## config.mk

```make
export PLATFORM = sky130hd
export DESIGN_NAME = param_queue_controller
export DESIGN_NICKNAME = d
export VERILOG_FILES = /design/src/rtl/param_queue_controller.sv
export SDC_FILE = /design/constraint.sdc
export NUM_CORES = 1
export LEC_CHECK = 0
export ABC_AREA = 1
export CELL_PAD_IN_SITES_DETAIL_PLACEMENT = 1
export CELL_PAD_IN_SITES_GLOBAL_PLACEMENT = 2
export CORE_MARGIN = 10
export CORE_UTILIZATION = 35
export CTS_CLUSTER_SIZE = 24
export DETAILED_ROUTE_END_ITERATION = 12
export DONT_BUFFER_PORTS = 1
export PLACE_DENSITY_LB_ADDON = 0.1
export SLEW_MARGIN = 20
export SYNTH_ARGS = -nofsm -noshare
export SYNTH_HDL_FRONTEND = slang
export SYNTH_SLANG_ARGS = --single-unit
```

## constraint.sdc

```tcl
create_clock -name clk -period 2.5 [get_ports clk]
set_input_delay 0.25 -clock clk [delete_from_list [all_inputs] [get_ports clk]]
set_output_delay 0.25 -clock clk [all_outputs]
set_load 0.03 [all_outputs]
```

## src/rtl/param_queue_controller.sv

```systemverilog
// param_queue_controller
//   Single-clock circular FIFO with show-ahead read port. Pointers carry one
//   extra wrap bit so full/empty are exact. Provides occupancy count,
//   almost-full/almost-empty thresholds and sticky overflow/underflow flags.
//
// Ports:
//   clk          rising-edge clock
//   rst_n        asynchronous active-low reset
//   enq/deq      enqueue / dequeue requests
//   data_in      write data, taken on an accepted enqueue
//   data_out     head entry (combinational, valid when !empty)
//   full/empty   count == DEPTH / count == 0
//   almost_full  count >= AF_LEVEL
//   almost_empty count <= AE_LEVEL
//   count        occupancy 0..DEPTH
//   overflow     sticky: enq while full without a same-cycle deq
//   underflow    sticky: deq while empty
//   err_clr      synchronous clear of overflow/underflow (wins over a set)
//   flush        (only with QCTRL_FLUSH_EN) empties the queue; beats enq/deq
//
// Build option: define QCTRL_FLUSH_EN to add the flush input.

module param_queue_controller #(
  parameter int DATA_W   = 8,
  parameter int DEPTH    = 8,
  parameter int ADDR_W   = $clog2(DEPTH),
  parameter int AF_LEVEL = DEPTH - 2,
  parameter int AE_LEVEL = 2
) (
  input  logic              clk,
  input  logic              rst_n,
  input  logic              enq,
  input  logic              deq,
  input  logic [DATA_W-1:0] data_in,
  output logic [DATA_W-1:0] data_out,
  output logic              full,
  output logic              empty,
  output logic              almost_full,
  output logic              almost_empty,
  output logic [ADDR_W:0]   count,
  output logic              overflow,
  output logic              underflow,
`ifdef QCTRL_FLUSH_EN
  input  logic              flush,
`endif
  input  logic              err_clr
);

  localparam logic [ADDR_W:0] AF_LVL = (ADDR_W+1)'(AF_LEVEL);
  localparam logic [ADDR_W:0] AE_LVL = (ADDR_W+1)'(AE_LEVEL);
  localparam logic [ADDR_W:0] ONE    = (ADDR_W+1)'(1);

  logic [DATA_W-1:0] mem [DEPTH];

  logic [ADDR_W:0] head_q, head_d;
  logic [ADDR_W:0] tail_q, tail_d;
  logic [ADDR_W:0] count_q, count_d;
  logic            overflow_q, overflow_d;
  logic            underflow_q, underflow_d;
  logic            wr_ok, rd_ok;
  logic            flush_i;

`ifdef QCTRL_FLUSH_EN
  assign flush_i = flush;
`else
  assign flush_i = 1'b0;
`endif

  always_comb begin
    // Same index with differing wrap bits means the tail has lapped the head.
    full         = (head_q[ADDR_W-1:0] == tail_q[ADDR_W-1:0]) &&
                   (head_q[ADDR_W] != tail_q[ADDR_W]);
    empty        = (head_q == tail_q);
    almost_full  = (count_q >= AF_LVL);
    almost_empty = (count_q <= AE_LVL);
    count        = count_q;
    overflow     = overflow_q;
    underflow    = underflow_q;
    data_out     = mem[head_q[ADDR_W-1:0]];
  end

  always_comb begin
    // A dequeue on a full queue frees the slot the new word lands in.
    wr_ok       = enq && (!full || deq) && !flush_i;
    rd_ok       = deq && !empty && !flush_i;
    head_d      = head_q;
    tail_d      = tail_q;
    count_d     = count_q;
    overflow_d  = overflow_q | (enq && full && !deq);
    underflow_d = underflow_q | (deq && empty);

    if (err_clr) begin
      overflow_d  = 1'b0;
      underflow_d = 1'b0;
    end

    if (flush_i) begin
      head_d  = tail_q;
      count_d = '0;
    end else begin
      if (wr_ok) tail_d = tail_q + ONE;
      if (rd_ok) head_d = head_q + ONE;
      case ({wr_ok, rd_ok})
        2'b10:   count_d = count_q + ONE;
        2'b01:   count_d = count_q - ONE;
        default: count_d = count_q;
      endcase
    end
  end

  always_ff @(posedge clk or negedge rst_n) begin
    if (!rst_n) begin
      head_q      <= '0;
      tail_q      <= '0;
      count_q     <= '0;
      overflow_q  <= 1'b0;
      underflow_q <= 1'b0;
    end else begin
      head_q      <= head_d;
      tail_q      <= tail_d;
      count_q     <= count_d;
      overflow_q  <= overflow_d;
      underflow_q <= underflow_d;
    end
  end

  // Storage is not reset; a write racing reset is orphaned by the cleared pointers.
  always_ff @(posedge clk) begin
    if (wr_ok) mem[tail_q[ADDR_W-1:0]] <= data_in;
  end

endmodule

```

# Word level (Yosys, flattened, before mapping)
# Memory sizes are Yosys's and may differ from the RTL's.
# Cells that the tools add are included.
[classes]
add_sub_neg = 4
magnitude_cmp = 2
eq_ne = 5
n_mux = 5
bitwise_logic = 2
n_reduce_logical = 11
[ops]
columns = ["op", "n"]
rows = [
  ["4-bit by 1-bit adder with 4-bit output (second input constant)", 3],
  ["4-bit case mux with 2 select lines", 1],
  ["1-bit logical AND", 6],
  ["4-bit equality test", 1],
  ["4-bit by 3-bit >= comparator with 1-bit output (second input constant)", 1],
  ["4-bit by 2-bit <= comparator with 1-bit output (second input constant)", 1],
  ["1-bit two-way mux", 4],
  ["4-bit by 1-bit subtractor with 4-bit output (second input constant)", 1],
  ["3-bit equality test", 1],
  ["1-bit zero test", 3],
  ["2-bit by 1-bit equality test with 1-bit output (second input constant)", 1],
  ["2-bit equality test (second input constant)", 1],
  ["1-bit bitwise OR", 2],
  ["2-bit nonzero test", 1],
  ["1-bit logical OR", 1],
  ["1-bit inequality test", 1],
]
[totals]
ff_bits = 14
ramBits = 64
input_bits = 13
out_inout_bits = 18
elab_cells = 35
memories = 1
[memory_table]
columns = ["memory", "words", "width", "rd", "rd_clocked_by_memory_dff", "write_ports", "line_no", "rtl"]
rows = [
  ["mem", 8, 8, 1, 0, 1, "53", "logic [DATA_W-1:0] mem [DEPTH];"],
]

# Longest topological paths before layout
[logic_depth]
ltp_word = 7
depth_mapped = 17

# Least setup slack after synthesis
# Ideal clock, no wire load.
[synth_timing]
path_type = "register to register"
startpoint = "reg head_q[1]"
endpoint = "reg count_q[2], in the netlist count[2]"
setup_ns = 0.119
arrival_time_ns = 2.210
required_time_ns = 2.381
path_slack_ns = 0.171
path_stages_with_launch = 14
n_path_buf = 1
path_cell_list = "dfrtp_1 -> buf_6 -> xnor2_2 -> nand2_1 -> nor2_2 -> nor2_4 -> ha_1 -> nor2_1 -> nor2_1 -> ha_1 -> a21oi_1 -> nor2_1 -> nand3b_1 -> o21a_1"
[synth_rtl]
columns = ["item", "line_no", "rtl"]
rows = [
  ["start, declared", "55", "logic [ADDR_W:0] head_q, head_d;"],
  ["start signal, assigned", "113", "head_q <= '0;"],
  ["start signal, assigned", "119", "head_q <= head_d;"],
  ["4-bit equality test *", "73", "empty = (head_q == tail_q);"],
  ["net empty", "37", "output logic empty,"],
  ["1-bit zero test *", "85", "rd_ok = deq && !empty && !flush_i;"],
  ["1-bit logical AND *", "85", ""],
  ["net rd_ok", "60", "logic wr_ok, rd_ok;"],
  ["2-bit by 1-bit equality test with 1-bit output / 2-bit equality test (equally long branches)", "103", "case ({wr_ok, rd_ok})"],
  ["4-bit case mux with 2 select lines / 2-bit nonzero test (equally long branches)", "--", ""],
  ["end signal, assigned", "121", "count_q <= count_d;"],
  ["end, declared", "57", "logic [ADDR_W:0] count_q, count_d;"],
]
# Mark *: on every way through the listed nets, which the timed path passes. The rest lies on a longest branch.
# A chain may end at the register's enable or synchronous reset.

# Final worst setup path
[layout_timing]
startpoint = "reg head_q[1]"
endpoint = "out data_out[7]"
[layout_via]
elab_chain_len = 1
[layout_rtl]
columns = ["item", "line_no", "rtl"]
rows = [
  ["memory read 8 x 8 bit", "--", ""],
  ["end, declared", "35", "output logic [DATA_W-1:0] data_out,"],
]
# Every way passes these cells.

==> qor.yml <==
status: "completed"
synth_top_family_by_area: "simple AND/OR/NAND/NOR gates"
crit_fanout: 19
avgSynthCellArea_um2: 11.0
overflow: 0
cap_violations: 0
hold_path.class: "input pin to flip-flop"
start_util_pct: 35.4
synthesis.nets: 330
h-tree-depth: 3
hold_ws_ns: 0.0349
cts_buffers: 9
synthMuxAreaShare_pct: 0
finalHoldViolCount: 0
seq_area_frac_synth_pct: 66.5
final_nets: 367
synth_edf_count: 64
clk_latency_ns: 0.36
grtUsageTotal_pct: 12.9
layout_min_cycle_time_ns: 2.30
synthCells: 312
wl_met3_um: 301
slowest_delay_ns: 0.41
p_leak_nw: 1.55
synth_cell_types: 26
drt-wirelength-per-cell_um: 18.2
die_y_um: 119
fin_worst_skew_ns: 0.00616
num_rows: 36
ios: 31
cpLargestDelayFamily: "buffers and inverters"
synthToLayoutAreaGrowth_pct: 18.5
cp_cell_sequence: "buf_4 > inv_2 > nor2_1 > o21ai_0 > a31oi_2 > buf_4"
synth_xor_area_share_pct: 2.27
synth_seq_cells: 78
m1WireLength_um: 3900
fmax_mhz: 434
vias: 2325
route.met2.wl_um: 4420
grt_max_degree: 35
numClockSinks: 78
synth-main-ff-cell: "edfxtp_1"
routed.top_layer: "met4"
grt_pass1_vias: 2542
core-area_um2: 9640
num_antenna_cells: 0
drtPass1Iterations: 4
drt_iter0_drc: 77
synthSimpleGateAreaFrac_pct: 16.9
ir_drop_mv: 0.520
die_area_um2: 14100
setup_viol: 0
worst_pin_slew_ns: 0.725
post_drt_via_cell_ratio: 4.77
cpMostUsedCell: "buf_4"
synth_adder_area_share_pct: 1.83
drc: 0
antenna_found_initial: 0
cts_buffer_depth: 2
die_x_um: 119
startpoint_type: "flip-flop"
endpoint_kind: "output pin"
synthArstFlopShare_pct: 17.9
required_ns: 2.25
root_buffer: "clkbuf_8"
worst-path-buf-inv: 3
portBuffers: 0
dp_hpwl_um: 5460
worstSetupPathType: "flip-flop to output pin"
slew_violations: 0
gp_congestion: 0.777
p_total_w: 0.00508
relSlewSlack_pct: 51.5
slowest_stage: "dfrtp_1"
grt_pass1_wl_um: 14000
period_share_pct: 92.1
synth_compound_area_share_pct: 8.42
synth_area_um2: 3420
ys_warn_count: 0
drt-total-wl_um: 8870
cellPowerDensity_nw_per_um2: 1250
fill_cells: 1088
drive_above_1_share_pct: 16.9
worstPathArrival_ns: 2.05
cts_tree: "done"
path_clk_slew_ns: 0.08
ant_nets: 0
==> path summary, 6_finish.rpt <==
check                           cells after the start  slack [ns]      start           to
worst max-delay path                                6        0.20  head_q[1]  data_out[7]
worst min-delay path                                2        0.03        deq    underflow
worst max register to register                     16        0.20  tail_q[2]     count[2]
worst min register to register                      2        0.53  tail_q[3]    tail_q[3]
max in group asynchronous                           1        1.62      rst_n    tail_q[2]
min in group asynchronous                           1        0.39      rst_n     overflow
==> layout make-up <==
cell class                 instances  area (um^2)  share of cell area (%)
clock buffer                      10          128                    3.15
clock inverter                     6         70.1                    1.73
inverter                          15         57.6                    1.42
multi-input combinational        206         1030                    25.4
sequential                        78         2270                    56.2
tap                              133          166                    4.11
timing repair buffer              39          325                    8.04
==> metal layers <==
layer	vias to the layer above	track usage [%]
li1	1138	-
met1	1140	14.5
met2	34	22.2
met3	13	3.28
met4	0	6.49
met5	-	0
==> state kept, by name, summed over array words and instances, names as in the netlist <==
register,cells
count,4
underflow,1
overflow,1
tail_q,4
mem,64
head_q,4
==> power by group <==
part / leakage (nW) / switching, W / internal, W
clock network: 0.0895 / 0.000502 / 0.000469
logic: 0.711 / 0.00147 / 0.000756
registers: 0.753 / 0.000241 / 0.00164
==> placed cells by master (no fill, tap or decap), types with 2 or more instances in the layout <==
master         synthesis  routed
buf_6                  3       2
nand3_1               11      11
ha_1                   5       4
a31oi_1                8       7
clkinvlp_4             0       3
nand3b_1               2       2
clkbuf_8               0       9
inv_6                  0       2
nor2_1                55      55
xnor2_1                3       3
edfxtp_1              64      64
dfrtp_1               14      13
inv_2                  4       4
buf_4                  0      27
nor2_4                 2       2
dlygate4sd3_1          0      10
xor2_1                 4       4
nand2_1               64      64
a21oi_1               11      10
o21ai_0               33      33
o21ai_1                2       2
inv_1                 10      10
==> cells by family after synthesis <==
logic type	Yosys count
adder cells (fa/ha/maj)	5
AO/OA/AOI/OAI	55
XOR/XNOR	8
flip-flops	78
buffers and inverters	28
AND/OR/NAND/NOR	138
==> synthesized netlist by cell type (2+ instances only) <==
master    count  area share [%]
nand3_1      11             1.6
clkbuf_1      2            0.22
o21ai_0      33             4.8
nor2_1       55             6.0
edfxtp_1     64              56
buf_2         7             1.0
a31oi_1       8             1.5
a21oi_1      11             1.6
nor2_4        2            0.66
inv_1        10             1.1
inv_2         4            0.44
ha_1          5             1.8
nand2_4       2            0.66
nand2_1      64             7.0
dfrtp_1      14              10
xnor2_1       3            0.77
xor2_1        4             1.0
buf_6         3            0.99
o21ai_1       2            0.29
nand3b_1      2            0.44
==> worst reg2reg max path: cells and delay by family, from the launching register on <==
kind | cells | cell delay [ns]
buffers and inverters | 2 | 0.18
adder cells (fa/ha/maj) | 2 | 0.39
flip-flops | 1 | 0.46
AO/OA/AOI/OAI | 2 | 0.24
AND/OR/NAND/NOR | 10 | 0.93
==> timing repair <==
action	in CTS	in global routing
hold buffers	10	0
gates resized for setup	0	7
endpoints found under the hold margin	80	0
endpoints found under the setup margin	0	2
setup buffers	0	4
==> metrics by stage <==
stage	setup slack [ns]	util, %	cells	instance area, um^2	TNS [ns]
after CTS	0.0330	41.4	483	3990	0
after global routing	-0.00681	42.0	487	4050	-0.00681
after global placement	0.253	38.3	457	3690	0
after detailed placement	0.136	38.3	457	3690	0
after floorplan	0.171	-	312	3420	0
final	0.197	42.0	487	4050	0
No activity file was read; power rests on OpenSTA's default activity.
